[config.mk]
export PLATFORM = sky130hd
export DESIGN_NAME = rv32v_uop_sequencer
export DESIGN_NICKNAME = d
export VERILOG_FILES = /design/src/rtl/rv32v_uop_sequencer.sv
export SDC_FILE = /design/constraint.sdc
export NUM_CORES = 1
export LEC_CHECK = 0
export CORE_MARGIN = 2
export CORE_UTILIZATION = 40
export CTS_BUF_LIST = sky130_fd_sc_hd__clkbuf_2 sky130_fd_sc_hd__clkbuf_4 sky130_fd_sc_hd__clkbuf_8
export DETAILED_ROUTE_END_ITERATION = 6
export PLACE_DENSITY = 0.68
export SLEW_MARGIN = 20
export SYNTH_ARGS = -nofsm -noshare
export SYNTH_HDL_FRONTEND = slang
export SYNTH_SLANG_ARGS = --single-unit
[constraint.sdc]
create_clock -name CLK -period 3.2 [get_ports CLK]
set_input_delay 0.64 -clock CLK [delete_from_list [all_inputs] [get_ports CLK]]
set_output_delay 0.64 -clock CLK [all_outputs]
set_load 0.01 [all_outputs]
[src/rtl/rv32v_uop_sequencer.sv]
// Vector uop sequencer: expands one vector instruction into per-lane or
// per-(element,field) micro-ops for the mask unit and the 4-lane datapath.
module rv32v_uop_sequencer #(
  parameter int NUM_LANES     = 4,
  parameter int SEG_MAX_ELEMS = 32
) (
  input  logic       CLK,
  input  logic       nRST,
  input  logic       start,
  output logic       start_ready,
  input  logic [7:0] vl,
  input  logic       is_seg_op,
  input  logic [2:0] nfields,
  input  logic       mask_enable_in,
  input  logic       flush,
  output logic       uop_valid,
  input  logic       uop_ready,
  output logic [4:0] uop_num,
  output logic [3:0] lane_active,
  output logic [2:0] field_idx,
  output logic       is_seg_op_out,
  output logic       mask_enable_out,
  output logic       last_uop,
  output logic       done
);

  typedef enum logic [1:0] {
    IDLE  = 2'd0,
    ISSUE = 2'd1,
    DONE  = 2'd2
  } state_e;

  state_e     state_q, state_d;
  logic [7:0] vl_q, vl_d;
  logic       seg_q, seg_d;
  logic [2:0] nf_q, nf_d;
  logic       mask_q, mask_d;
  logic [5:0] elem_q, elem_d;
  logic [2:0] field_q, field_d;
  logic [4:0] uop_q, uop_d;

  logic [7:0] start_len;
  logic [7:0] seg_len;
  logic [3:0] lane_ns;
  logic       last_ns;
  logic       last_seg;
  logic       last;
  logic       issue;

  // Segment ops clamp their element count; plain ops use vl as given.
  function automatic logic [7:0] eff_len(
    input logic [7:0] v,
    input logic       s
  );
    logic [7:0] cap;
    cap = 8'(SEG_MAX_ELEMS);
    if (s && (v > cap)) return cap;
    return v;
  endfunction

  assign start_len = eff_len(vl, is_seg_op);
  assign seg_len   = eff_len(vl_q, 1'b1);

  always_comb begin
    lane_ns = '0;
    for (int k = 0; k < NUM_LANES; k++) begin
      lane_ns[k] = (9'(uop_q) * 9'(NUM_LANES) + 9'(k))
                   < {1'b0, vl_q};
    end
  end

  assign last_ns  = ((9'(uop_q) + 9'd1) * 9'(NUM_LANES))
                    >= {1'b0, vl_q};
  assign last_seg = ({2'b00, elem_q} == (seg_len - 8'd1))
                    && (field_q == nf_q);
  assign last     = seg_q ? last_seg : last_ns;
  assign issue    = (state_q == ISSUE);

  always_comb begin
    state_d = state_q;
    vl_d    = vl_q;
    seg_d   = seg_q;
    nf_d    = nf_q;
    mask_d  = mask_q;
    elem_d  = elem_q;
    field_d = field_q;
    uop_d   = uop_q;
    unique case (state_q)
      IDLE: begin
        if (start) begin
          vl_d    = vl;
          seg_d   = is_seg_op;
          nf_d    = nfields;
          mask_d  = mask_enable_in;
          elem_d  = '0;
          field_d = '0;
          uop_d   = '0;
          state_d = (start_len == 8'd0) ? DONE : ISSUE;
        end
      end
      ISSUE: begin
        if (uop_ready) begin
          if (last) begin
            state_d = DONE;
          end else if (seg_q) begin
            if (field_q == nf_q) begin
              field_d = '0;
              elem_d  = elem_q + 6'd1;
            end else begin
              field_d = field_q + 3'd1;
            end
          end else begin
            uop_d = uop_q + 5'd1;
          end
        end
      end
      DONE:    state_d = IDLE;
      default: state_d = IDLE;
    endcase
    if (flush) begin
      state_d = IDLE;
      elem_d  = '0;
      field_d = '0;
      uop_d   = '0;
    end
  end

  always_ff @(posedge CLK) begin
    if (!nRST) begin
      state_q <= IDLE;
      vl_q    <= '0;
      seg_q   <= 1'b0;
      nf_q    <= '0;
      mask_q  <= 1'b0;
      elem_q  <= '0;
      field_q <= '0;
      uop_q   <= '0;
    end else begin
      state_q <= state_d;
      vl_q    <= vl_d;
      seg_q   <= seg_d;
      nf_q    <= nf_d;
      mask_q  <= mask_d;
      elem_q  <= elem_d;
      field_q <= field_d;
      uop_q   <= uop_d;
    end
  end

  assign start_ready     = (state_q == IDLE);
  assign uop_valid       = issue;
  assign done            = (state_q == DONE);
  assign is_seg_op_out   = seg_q;
  assign mask_enable_out = mask_q;
  assign uop_num     = !issue ? 5'd0
                     : (seg_q ? elem_q[4:0] : uop_q);
  assign lane_active = !issue ? 4'd0
                     : (seg_q ? {2'b00, elem_q[1:0]} : lane_ns);
  assign field_idx   = (issue && seg_q) ? field_q : 3'd0;
  assign last_uop    = issue && last;

endmodule

After elaboration in Yosys (flattened, before gate mapping) --
Index checks and enable logic that the tools add are counted.
Operators by class: add/sub/neg operators 8, mux-type cells 34, equality and inequality tests 11, bitwise logic cells 1, magnitude comparators 7, reductions and logical operators 13
Operators by type and width (number):
- $mux W8 | 4
- $mux W5 | 6
- $mux W6 | 5
- $lt A8 B8 Y1 | 3
- $mux W3 | 6
- $add A7 B2 Y8 const B | 2
- $gt A8 B6 Y1 const B | 2
- $ne A2 B2 Y1 const B | 6
- $pmux W6 S2 | 1
- $pmux W5 S2 | 1
- $reduce_and A5 Y1 | 2
- $add A7 B1 Y8 const B | 1
- $eq A6 B8 Y1 | 1
- $ge A8 B8 Y1 | 1
- $logic_not A8 Y1 | 1
- $lt A7 B8 Y1 | 1
- $mux W2 | 4
- $mux W4 | 2
- $sub A8 B1 Y8 const B | 1
- $add A5 B1 Y6 const B | 1
- $add A6 B1 Y6 const B | 1
- $pmux W3 S2 | 1
- $reduce_and A6 Y1 | 1
- $add A5 B1 Y5 const B | 1
- 14 further kinds | 19
Word-level totals: flip-flop bits (word level) 29, bits of input ports 18, logic and storage cells 82, output and inout bits 18

Logic depth before layout (Yosys ltp) --
depth in word-level cells 10, mapped depth 10, gate-level depth less buffers 10

Least setup slack after synthesis --
OpenSTA, ideal clock, no wires.
path kind register to output, from reg vl_q[6], to out last_uop, data arrival time 2142 ps, slack 418 ps, path buffers 0, required time 2560 ps, cell stages (with the launch flop) 10, path through dfxtp_1 nor3_2 nand2_1 ha_1 xnor2_1 nor2_1 nand4_1 o31ai_4 o21ai_2 nor2_1
Between the ends: word-level cells in the longest chain between the ends 8, elaborated cells on any way between the ends 9, classes of those cells 1 x add/sub; 2 x order compare; 1 x eq/ne; 3 x mux; 2 x reduce/logical
Ends and longest elaborated chain:
- start, declared | line 34 | logic [7:0] vl_q, vl_d;
- start signal, assigned | line 140 | vl_q <= vl_d;
- $gt A8 B6 Y1 | line 57 | if (s && (v > cap)) return cap;
- $mux W1 | line 57
- $mux W8 | line 58 | return v;
- $sub A8 B1 Y8 | line 74 | assign last_seg = ({2'b00, elem_q} == (seg_len - 8'd1))
- $eq A6 B8 Y1 | line 74
- $logic_and A1 B1 Y1 | line 75 | && (field_q == nf_q);
- $mux W1 * | line 76 | assign last = seg_q ? last_seg : last_ns;
- $logic_and A1 B1 Y1 * | line 160 | assign last_uop = issue && last;
- end, declared | line 23 | output logic last_uop,
Every way passes the cells marked *; elsewhere a longest branch is shown, timed or not.

Final worst setup path --
from reg vl_q[5], to out lane_active[1]
Between the ends: word-level cells in the longest chain between the ends 3
Ends and longest elaborated chain:
- $lt A8 B8 Y1 | line 68 | < {1'b0, vl_q};
- $mux W4 | line 158 | : (seg_q ? {2'b00, elem_q[1:0]} : lane_ns);
- $mux W4 | line 157 | assign lane_active = !issue ? 4'd0
- end, declared | line 19 | output logic [3:0] lane_active,
Every way passes these cells.

==> out/metrics.yaml <==
clocking:
  cts_tree: "done"
  cts.sinks: 29
  cts_hold_buffers: 0
  root_buffer: "clkbuf_8"
  clkLatencyLatePin_ns: 0.29
  cts.reportedPaths.clkPinSlew_ns: 0.06
  cts_buffer_depth: 2
  cts_buffers: 5
  cts_htree_levels: 2
place:
  place_congestion: 0.885
  place_area_um2: 2680
  io_buffers: 35
  dpl.hpwl_mm: 4.38
route:
  via_per_inst: 5.48
  ant_nets: 0
  via_count: 2180
  wl_met2_mm: 2.76
  dr.pass1.iters: 4
  routed_wl_mm: 5.86
  drc: 0
  wl_met1_mm: 2.71
  drtIter0Drc: 146
  routed.top_layer: "met4"
  route.met3.wl_um: 302
  routedWlPerCell_um: 14.7
sta:
  finalClockSkew_ns: 0.00610
  clock.fmax_mhz: 331
  timing.hold.ws_ns: 0.467
  relSlewSlack: 0.427
  finalSetupViolations: 0
  drv_slew: 0
  hold_viol: 0
  min_period_over_period: 0.945
  min_period_ns: 3.03
  tightest_slew_ns: 0.859
worst_setup_path:
  r2r_cells: 10
  path_class: "reg -> out"
  cp_max_fo: 3
  arrival_ns: 2.39
  crit_end: "lane_active[1]"
  r2r_start: "uop_q[0]"
  start_kind: "register"
  required_ns: 2.56
  critPathLaunch: "vl_q[5]"
  reg2reg_to: "uop_q[2]"
  worstSetupEndpointType: "output pin"
  r2r_slack_ns: 0.57
synthesis:
  ys_seq_elements: 29
  async_flop_share: 0
  synth-edff-count: 0
  syn_area_per_cell_um2: 7.90
  synth_seq_area_share: 0.265
  ys_warn_count: 0
  synthCells: 277
  synth.most_common_cell: "nand2_1"
  synth_top_area_frac: 0.265
  synth_top_flop_cell: "dfxtp_1"
  synthDistinctLibCells: 64
  syn_area_um2: 2190
  synth_top_cell_by_area: "dfxtp_1"
  synth_top_cells_by_area: "dfxtp_1, ha_1, nand2_1, a21boi_0, nor2_1"
  ys_top_cells_by_count: "nand2_1, dfxtp_1, nor2_1"
  synth_nets: 311
floorplan:
  die_h_um: 78.0
  rows: 26
  fp.dieArea_um2: 6080
  initial_core_util: 0.420
  core_um2: 5200
  fp.dieW_um: 78.0
  num_io_pins: 36
run:
  max_cap_violations: 0
power_and_ir_drop:
  power_density_nw_per_um2: 377
  peakVddDrop_mv: 0.350
  leakagePower_nw: 1.17
  total_power_mw: 1.09
run_status:
  status: "complete, no violations"
global_routing:
  grt_overflow: 0
  antenna_found_initial: 0
  grt_pass1_vias: 2094
  grt_usage: 0.199
  grt_max_degree: 19
  grt_pass1_wl_mm: 9.73
min_path:
  holdCritPathClass: "reg -> reg"
final_layout:
  antenna_cells: 0
  final_area_um2: 2880
  nNetsFinal: 361
  drive_above_1_share: 0.168
  syn_to_final_growth_pct: 31.7
  final_util: 0.554
-- metal layers --
metal,global-route usage,vias up
met1,0.268,1011
met3,0.0326,9
met5,0,-
li1,-,1096
met2,0.319,64
met4,0.0754,0
-- how the worst min path moves through the flow --
stage                                from               to  slack [ns]  cells past startpoint
after floorplan                   nf_q[0]          nf_q[0]        0.46                      2
after global placement    mask_enable_out  mask_enable_out        0.46                      2
after detailed placement  mask_enable_out  mask_enable_out        0.46                      2
after CTS                 mask_enable_out  mask_enable_out        0.47                      2
after global routing              nf_q[1]          nf_q[1]        0.52                      2
final                     mask_enable_out  mask_enable_out        0.47                      2
-- per-stage QoR --
stage                     instances  setup TNS (ns)  worst slack [ns]
final                           398               0             0.175
after global routing            398         -0.0192           -0.0192
after CTS                       395               0            0.0296
after detailed placement        387               0            0.0553
after global placement          387               0            0.0866
after floorplan                 277               0             0.418
-- registers in the layout, summed over array words and instances (netlist names) --
signal	count
vl_q	8
elem_q	6
uop_q	5
field_q	3
nf_q	3
state_q	2
is_seg_op_out	1
mask_enable_out	1
-- where the power goes --
part | switching [mW] | total [mW] | leakage, nW | internal [mW]
combinational | 0.145 | 0.277 | 0.871 | 0.132
sequential | 0.0233 | 0.400 | 0.237 | 0.377
clock | 0.148 | 0.410 | 0.0619 | 0.262
-- critical path: stages (launching register included) --
cell and delay [ns]:
dfxtp_1 0.35, buf_4 0.13, inv_1 0.06, ha_1 0.31, a21o_1 0.18, a21oi_1 0.14
nor2_1 0.08, nor3_2 0.13, o21ai_1 0.12, nand2_1 0.07, clkdlybuf4s50_1 0.53
-- cell families after synthesis --
group / Yosys count / synth area share
mux: 5 / 0.0229
simple gates: 120 / 0.281
compound gates: 76 / 0.258
xor+xnor: 7 / 0.0280
buf+inv: 24 / 0.0526
flops: 29 / 0.265
fa+ha+maj: 16 / 0.0915
-- area by class of cell --
type	instances	area (um^2)
Timing Repair Buffer	54	489
Tap cell	70	87.6
Multi-Input combinational cell	224	1550
Clock buffer	7	90.1
Clock inverter	1	30.0
Inverter	13	48.8
Fill cell	497	2320
Sequential cell	29	583
-- placed cells by master, fill, tap and decap left out, types with 4 or more instances in the layout --
cell type	n
o21ai_0	7
nand4_1	4
dfxtp_1	27
nand3_1	8
inv_1	12
clkbuf_8	6
nand2_1	42
nor4_1	4
nand2b_1	6
nor3_1	7
nor3_2	4
nor2_1	23
ha_1	15
a21o_1	5
and3_1	4
mux2i_1	5
a21boi_0	14
a21oi_1	16
clkdlybuf4s50_1	32
buf_4	19
-- what timing repair did --
| action | in CTS | in global routing |
|---|---|---|
| pin swaps | 2 | 5 |
| gates resized for setup | 4 | 14 |
| setup endpoints to repair | 2 | 3 |
| buffers inserted | 0 | 3 |
| hold endpoints to repair | 0 | 0 |
Note: power is estimated with default switching activity, not from simulation.
